===== src/rtl/hd_trace_pkg.sv =====
// rtl/hd_trace_pkg.sv - shared state type, NSAMP width and trace-point width helper
package hd_trace_pkg;

  localparam int NSAMP_W = 16;

  typedef enum logic [1:0] {
    ST_IDLE,
    ST_PRIME,
    ST_CAPTURE,
    ST_DRAIN
  } state_t;

  // A window sum reaches WIDTH*WIN, so the point needs room for that value inclusive
  function automatic int sw_width(input int width, input int win);
    return $clog2(width * win + 1);
  endfunction

endpackage


===== src/rtl/hd_trace_recorder_if.sv =====
// rtl/hd_trace_recorder_if.sv - trace-point output stream between recorder and consumer
interface hd_trace_recorder_if #(
  parameter int WIDTH = 128,
  parameter int WIN   = 4
);
  localparam int SW = hd_trace_pkg::sw_width(WIDTH, WIN);

  logic          OUT_VALID;
  logic          OUT_READY;
  logic [SW-1:0] OUT_DATA;

  modport master (output OUT_VALID, output OUT_DATA, input OUT_READY);
  modport slave  (input OUT_VALID, input OUT_DATA, output OUT_READY);
endinterface


===== src/rtl/hd_popcount.sv =====
// rtl/hd_popcount.sv - combinational population count built as a balanced adder tree
module hd_popcount #(
  parameter int WIDTH = 128
) (
  input  logic [WIDTH-1:0]           in_bits,
  output logic [$clog2(WIDTH+1)-1:0] cnt
);
  localparam int CW = $clog2(WIDTH + 1);

  if (WIDTH == 1) begin : g_leaf
    assign cnt = in_bits;
  end else begin : g_node
    localparam int LW = WIDTH / 2;
    localparam int HW = WIDTH - LW;

    logic [$clog2(LW+1)-1:0] lo_cnt;
    logic [$clog2(HW+1)-1:0] hi_cnt;

    hd_popcount #(.WIDTH(LW)) u_lo (.in_bits(in_bits[LW-1:0]),     .cnt(lo_cnt));
    hd_popcount #(.WIDTH(HW)) u_hi (.in_bits(in_bits[WIDTH-1:LW]), .cnt(hi_cnt));

    assign cnt = CW'(lo_cnt) + CW'(hi_cnt);
  end
endmodule


===== src/rtl/hd_trace_recorder.sv =====
// rtl/hd_trace_recorder.sv - windowed Hamming-distance recorder with output FIFO
// HD_TRACE_HW_MODE_EN adds a MODE input selecting Hamming-weight leakage.
module hd_trace_recorder
  import hd_trace_pkg::*;
#(
  parameter int WIDTH = 128,
  parameter int WIN   = 4,
  parameter int DEPTH = 8
) (
  input  logic                CLK,
  input  logic                R,
  input  logic                START,
  input  logic [NSAMP_W-1:0]  NSAMP,
  input  logic [WIDTH-1:0]    PROBE,
`ifdef HD_TRACE_HW_MODE_EN
  input  logic                MODE,
`endif
  output logic                BUSY,
  output logic                DONE,
  output logic                OVF,
  hd_trace_recorder_if.master out_if
);
  localparam int SW  = sw_width(WIDTH, WIN);
  localparam int CW  = $clog2(WIDTH + 1);
  localparam int AW  = $clog2(DEPTH);
  localparam int WCW = (WIN > 1) ? $clog2(WIN) : 1;

  state_t             state_q, state_d;
  logic [WIDTH-1:0]   prev_q, prev_d;
  logic [SW-1:0]      acc_q, acc_d;
  logic [WCW-1:0]     wcnt_q, wcnt_d;
  logic [NSAMP_W-1:0] scnt_q, scnt_d;
  logic [NSAMP_W-1:0] nsamp_q, nsamp_d;
  logic               ovf_q, ovf_d;
  logic               done_q, done_d;
  logic [SW-1:0]      mem_q [DEPTH];
  logic [AW-1:0]      wptr_q, wptr_d;
  logic [AW-1:0]      rptr_q, rptr_d;
  logic [AW:0]        cnt_q, cnt_d;
`ifdef HD_TRACE_HW_MODE_EN
  logic               mode_q, mode_d;
`endif

  logic [WIDTH-1:0]   probe_x;
  logic [CW-1:0]      hd;
  logic [SW-1:0]      point;
  logic [NSAMP_W-1:0] scnt_inc;
  logic               push, pop, full, wr_en;

  always_comb begin
    probe_x = PROBE ^ prev_q;
`ifdef HD_TRACE_HW_MODE_EN
    if (mode_q) probe_x = PROBE;
`endif
  end

  hd_popcount #(.WIDTH(WIDTH)) u_popcount (.in_bits(probe_x), .cnt(hd));

  assign point    = acc_q + SW'(hd);
  assign scnt_inc = scnt_q + NSAMP_W'(1);
  assign full     = (cnt_q == (AW+1)'(DEPTH));
  assign pop      = out_if.OUT_VALID & out_if.OUT_READY;
  // A full FIFO still takes the point when the consumer frees a slot this cycle
  assign wr_en    = push & (~full | pop);

  always_comb begin
    state_d = state_q;
    prev_d  = prev_q;
    acc_d   = acc_q;
    wcnt_d  = wcnt_q;
    scnt_d  = scnt_q;
    nsamp_d = nsamp_q;
    ovf_d   = ovf_q;
    done_d  = 1'b0;
    push    = 1'b0;
`ifdef HD_TRACE_HW_MODE_EN
    mode_d  = mode_q;
`endif
    case (state_q)
      ST_IDLE: begin
        if (START) begin
          nsamp_d = NSAMP;
          ovf_d   = 1'b0;
          acc_d   = '0;
          wcnt_d  = '0;
          scnt_d  = '0;
`ifdef HD_TRACE_HW_MODE_EN
          mode_d  = MODE;
`endif
          state_d = ST_PRIME;
        end
      end
      ST_PRIME: begin
        prev_d  = PROBE;
        state_d = (nsamp_q == '0) ? ST_DRAIN : ST_CAPTURE;
      end
      ST_CAPTURE: begin
        prev_d = PROBE;
        if (wcnt_q == WCW'(WIN - 1)) begin
          push   = 1'b1;
          acc_d  = '0;
          wcnt_d = '0;
          scnt_d = scnt_inc;
          if (scnt_inc == nsamp_q) state_d = ST_DRAIN;
        end else begin
          acc_d  = point;
          wcnt_d = wcnt_q + WCW'(1);
        end
      end
      ST_DRAIN: begin
        if (cnt_q == '0) begin
          done_d  = 1'b1;
          state_d = ST_IDLE;
        end
      end
      default: state_d = ST_IDLE;
    endcase

    if (push && !wr_en) ovf_d = 1'b1;

    wptr_d = wr_en ? wptr_q + AW'(1) : wptr_q;
    rptr_d = pop ? rptr_q + AW'(1) : rptr_q;
    case ({wr_en, pop})
      2'b10:   cnt_d = cnt_q + (AW+1)'(1);
      2'b01:   cnt_d = cnt_q - (AW+1)'(1);
      default: cnt_d = cnt_q;
    endcase
  end

  always_ff @(posedge CLK or negedge R) begin
    if (!R) begin
      state_q <= ST_IDLE;
      prev_q  <= '0;
      acc_q   <= '0;
      wcnt_q  <= '0;
      scnt_q  <= '0;
      nsamp_q <= '0;
      ovf_q   <= 1'b0;
      done_q  <= 1'b0;
      wptr_q  <= '0;
      rptr_q  <= '0;
      cnt_q   <= '0;
`ifdef HD_TRACE_HW_MODE_EN
      mode_q  <= 1'b0;
`endif
    end else begin
      state_q <= state_d;
      prev_q  <= prev_d;
      acc_q   <= acc_d;
      wcnt_q  <= wcnt_d;
      scnt_q  <= scnt_d;
      nsamp_q <= nsamp_d;
      ovf_q   <= ovf_d;
      done_q  <= done_d;
      wptr_q  <= wptr_d;
      rptr_q  <= rptr_d;
      cnt_q   <= cnt_d;
`ifdef HD_TRACE_HW_MODE_EN
      mode_q  <= mode_d;
`endif
    end
  end

  always_ff @(posedge CLK or negedge R) begin
    if (!R) begin
      for (int i = 0; i < DEPTH; i++) mem_q[i] <= '0;
    end else if (wr_en) begin
      mem_q[wptr_q] <= point;
    end
  end

  assign out_if.OUT_VALID = (cnt_q != '0);
  assign out_if.OUT_DATA  = out_if.OUT_VALID ? mem_q[rptr_q] : '0;
  assign BUSY             = (state_q != ST_IDLE);
  assign DONE             = done_q;
  assign OVF              = ovf_q;

endmodule

===== src/flat_wrapper.sv =====
// flat-port wrapper written by rule: the top's interface ports become plain ports
module hd_trace_recorder_flat import hd_trace_pkg::*;
#(
  parameter int WIDTH = 128,
  parameter int WIN   = 4,
  parameter int DEPTH = 8
)
  (CLK, R, START, NSAMP, PROBE, BUSY, DONE, OVF, out_if_OUT_VALID, out_if_OUT_DATA, out_if_OUT_READY);
  hd_trace_recorder_if #(.WIDTH(WIDTH), .WIN(WIN)) out_if_i ();
  input  logic CLK;
  input  logic R;
  input  logic START;
  input  logic [NSAMP_W-1:0] NSAMP;
  input  logic [WIDTH-1:0] PROBE;
  output logic BUSY;
  output logic DONE;
  output logic OVF;
  output wire logic [$bits(out_if_i.OUT_VALID)-1:0] out_if_OUT_VALID;
  output wire logic [$bits(out_if_i.OUT_DATA)-1:0] out_if_OUT_DATA;
  input wire logic [$bits(out_if_i.OUT_READY)-1:0] out_if_OUT_READY;
  assign out_if_OUT_VALID = out_if_i.OUT_VALID;
  assign out_if_OUT_DATA = out_if_i.OUT_DATA;
  assign out_if_i.OUT_READY = out_if_OUT_READY;
  hd_trace_recorder #(.WIDTH(WIDTH), .WIN(WIN), .DEPTH(DEPTH)) u_core (.CLK(CLK), .R(R), .START(START), .NSAMP(NSAMP), .PROBE(PROBE), .BUSY(BUSY), .DONE(DONE), .OVF(OVF), .out_if(out_if_i));
endmodule

===== config.mk =====
export PLATFORM = sky130hd
export DESIGN_NAME = hd_trace_recorder_flat
export DESIGN_NICKNAME = d
export VERILOG_FILES = /design/src/rtl/hd_trace_pkg.sv /design/src/rtl/hd_trace_recorder_if.sv /design/src/rtl/hd_popcount.sv /design/src/rtl/hd_trace_recorder.sv /design/src/flat_wrapper.sv
export SDC_FILE = /design/constraint.sdc
export NUM_CORES = 1
export LEC_CHECK = 0
export ABC_AREA = 1
export BUFFER_PORTS_ARGS = -buffer_cell sky130_fd_sc_hd__buf_4
export CORE_MARGIN = 2
export CORE_UTILIZATION = 45
export CTS_BUF_LIST = sky130_fd_sc_hd__clkbuf_2
export DETAILED_ROUTE_END_ITERATION = 10
export GPL_TIMING_DRIVEN = 1
export HOLD_SLACK_MARGIN = 0.06
export PLACE_DENSITY = 0.67
export SLEW_MARGIN = 0
export SYNTH_ARGS = -nofsm -noshare
export SYNTH_HDL_FRONTEND = slang
export SYNTH_SLANG_ARGS = --single-unit

===== constraint.sdc =====
create_clock -name CLK -period 18.53 [get_ports CLK]
set_input_delay 3.706 -clock CLK [delete_from_list [all_inputs] [get_ports CLK]]
set_output_delay 3.706 -clock CLK [all_outputs]
set_load 0.01 [all_outputs]

==> parameters.txt <==
Parameter                              Value

Clock network
  Insertion delay of the later-clocked pin in the worst-skew pair    0.97 ns
  Maximum count of clock buffers along a single path    3
  Buffer count from post-CTS setup fixing    0
  Resized cells post-CTS    0
  Number of buffers inserted during clock tree synthesis    76
  Clock Sink Count    266
  Maximum level of the CTS H-tree    3
  Clock input transition at the sequential cells of the worst setup and hold paths    0.10 ns
  TritonCTS clock tree    done
  Root buffer cell    sky130_fd_sc_hd__clkbuf_2
  Hold buffer count at cts    0

Synthesis
  Syn. warnings    0
  Total of flip-flops plus latches after synthesis    266
  Cell count after synthesis    1553
  Synthesized netlist net count    1874
  Area of the mapped netlist    16300 µm²
  Average instance area after synthesis    10.5 µm²
  Proportion of synthesized chip area in sequential cells    40.9%
  Distinct cell type count after synthesis    39

STA
  Worst Clk Skew    0.118 ns
  Worst setup margin    7.89 ns
  Max Clock Freq    94.0 MHz
  Post-route clock period utilization    57.4%
  Relative slew slack    36.5%
  Setup total negative slack    0 ns
  Setup repair after global routing missed its margin    false
  Slew at the pin closest to its max-slew limit    0.952 ns
  Final hold viol count    0
  Final setup vio count    0
  Crit path time final    10.64 ns
  Number of slew-limit violations in the final report    0

Placement
  Setup slack at placement    6.88 ns
  Placer's final routability congestion estimate    0.849
  DPL Wire Length    26200 µm
  Input/output buffers    161

Worst hold path
  Worst min-delay path class    reg -> reg

Die
  Total I/O pin count    162
  Standard cell core area    35600 µm²
  Vertical die dimension    194 µm
  Std cell rows    69
  Area of the die    37700 µm²
  Effective utilization at floorplan    45.7%
  Horizontal die dimension    194 µm

Detailed routing
  Routed length per placed instance    16.2 µm
  Violation count after the first detailed-routing iteration    646
  Wire length after detailed routing    36600 µm
  Avg Vias per Cell    4.99
  DR vias    11300
  Antenna Nets Post-Route    0
  Post-route DRC violation count    0
  Number of optimization iterations in the first detailed-route pass    5

Final layout
  Fraction of layout cells with a size suffix above 1    25.3%
  Number of fillers in the final layout    3287
  Highest-count cells in the layout ignoring fill and taps    sky130_fd_sc_hd__dfrtp_1, sky130_fd_sc_hd__nand2_1, sky130_fd_sc_hd__inv_1
  Area overhead of the layout relative to synthesis    14.0%
  Final net count    2077
  Most frequent standard cell in the layout excluding fill and tap cells    sky130_fd_sc_hd__dfrtp_1

Setup path
  Max FO, Critical Path    9
  Worst setup path category    in -> reg
  Critical Path Start Type    input port
  Element type at the critical path end    flip-flop
  Worst Path Required    19.34 ns
  Data arrival time at the worst-slack endpoint    11.45 ns

Global routing
  Total grt overflow    0
  Maximum number of pins on one net before global-route repair    155
  Total routing usage reported by global routing    20.1%
  Initial antenna violation count    3
  Number of global-route vias before repair    11900
  First-pass GRT wire length    61000 µm

Job
  Max-cap viol count    0

Outcome
  Run status    complete, no violations
-- worst max-delay path, cell delays in order --
cell and delay [ns]:
sky130_fd_sc_hd__buf_4 0.13, sky130_fd_sc_hd__xnor2_1 0.14, sky130_fd_sc_hd__fa_1 0.55, sky130_fd_sc_hd__inv_1 0.06
sky130_fd_sc_hd__fa_1 0.54, sky130_fd_sc_hd__inv_1 0.07, sky130_fd_sc_hd__fa_1 0.52, sky130_fd_sc_hd__fa_1 0.53
sky130_fd_sc_hd__fa_1 0.53, sky130_fd_sc_hd__fa_1 0.53, sky130_fd_sc_hd__fa_1 0.52, sky130_fd_sc_hd__fa_1 0.52
sky130_fd_sc_hd__fa_1 0.51, sky130_fd_sc_hd__fa_1 0.52, sky130_fd_sc_hd__fa_1 0.49, sky130_fd_sc_hd__fa_1 0.43
sky130_fd_sc_hd__nor2_1 0.14, sky130_fd_sc_hd__o21ai_1 0.09, sky130_fd_sc_hd__nand2_1 0.09, sky130_fd_sc_hd__nand2_1 0.06
sky130_fd_sc_hd__nand2_1 0.06, sky130_fd_sc_hd__a21oi_1 0.06, sky130_fd_sc_hd__xor2_1 0.50, sky130_fd_sc_hd__o21ai_0 0.14
-- final timing paths --
| path | from | endpoint | depth (start not counted) | slack [ns] |
|---|---|---|---|---|
| max in group asynchronous | R | u_core.prev_q[116] | 2 | 14.26 |
| setup reg to reg | u_core.prev_q[91] | u_core.mem_q[26] | 26 | 10.34 |
| hold / removal | u_core.mem_q[69] | u_core.mem_q[69] | 2 | 0.49 |
| setup / recovery | PROBE[0] | u_core.mem_q[26] | 24 | 7.89 |
| hold reg to reg | u_core.mem_q[69] | u_core.mem_q[69] | 2 | 0.49 |
| min in group asynchronous | R | u_core.wptr_q[1] | 1 | 2.82 |
-- per-stage QoR --
stage	utilization (%)	hold WS [ns]	std cells	area, µm²
finish	52.1	0.486	2265	18500
CTS	52.1	0.481	2263	18500
floorplan	-	0.444	1553	16300
global placement	50.4	0.457	2139	17900
global route	52.1	0.514	2265	18500
detailed placement	50.4	0.460	2139	17900
-- logic make-up after synthesis --
group	synth area share, %
simple gates	10.2
xor+xnor	7.84
compound gates	7.31
mux	8.86
buf+inv	6.11
flops	40.9
fa+ha+maj	18.8
-- Yosys cell counts, drive strengths merged --
cell type / n / area, µm²
nand3: 50 / 260
xnor2: 93 / 815
buf: 10 / 92.6
nor3: 3 / 15.0
o21ai: 155 / 776
ha: 54 / 676
clkbuf: 32 / 120
inv: 201 / 769
nand2: 208 / 811
xnor3: 1 / 22.5
o211ai: 1 / 7.51
o221ai: 1 / 8.76
nand4: 11 / 75.1
o22ai: 30 / 188
a21o: 2 / 15.0
nor4: 2 / 12.5
xor2: 50 / 438
fa: 119 / 2380
o31a: 1 / 8.76
o41ai: 1 / 8.76
a211oi: 1 / 7.51
dfrtp: 266 / 6660
a31oi: 11 / 68.8
clkinv: 3 / 11.3
mux2: 128 / 1440
nor2: 99 / 483
a21oi: 20 / 100
-- final cells by class --
class,instances,area [µm²],area share [%]
antenna,2,5.00,0.0270
inverter,204,781,4.21
multi-input combinational,1041,8630,46.5
clock inverter,12,60.1,0.324
clock buffer,112,561,3.02
sequential,266,6660,35.9
tap,461,577,3.11
timing repair buffer,167,1270,6.87
-- routing by layer --
metal	GRT usage [%]	vias to the layer above	part of all wire, %
met1	25.3	5511	42
met3	6.38	59	6.8
met4	6.12	2	1.7
li1	-	5463	-
met2	33.3	269	49
met5	0	-	0.044
-- state kept, by name, indices dropped and copies added (netlist names) --
name and cells:
u_core.nsamp_q 16, u_core.scnt_q 16, u_core.acc_q 10, u_core.cnt_q 4, u_core.mem_q 80, u_core.prev_q 128, u_core.OVF 1, u_core.wptr_q 3
u_core.rptr_q 3, u_core.DONE 1, u_core.state_q 2, u_core.wcnt_q 2
Power is left out: the tool's default activity adds up to more than one toggle a clock period on the data nets, which glitch-free logic cannot reach.
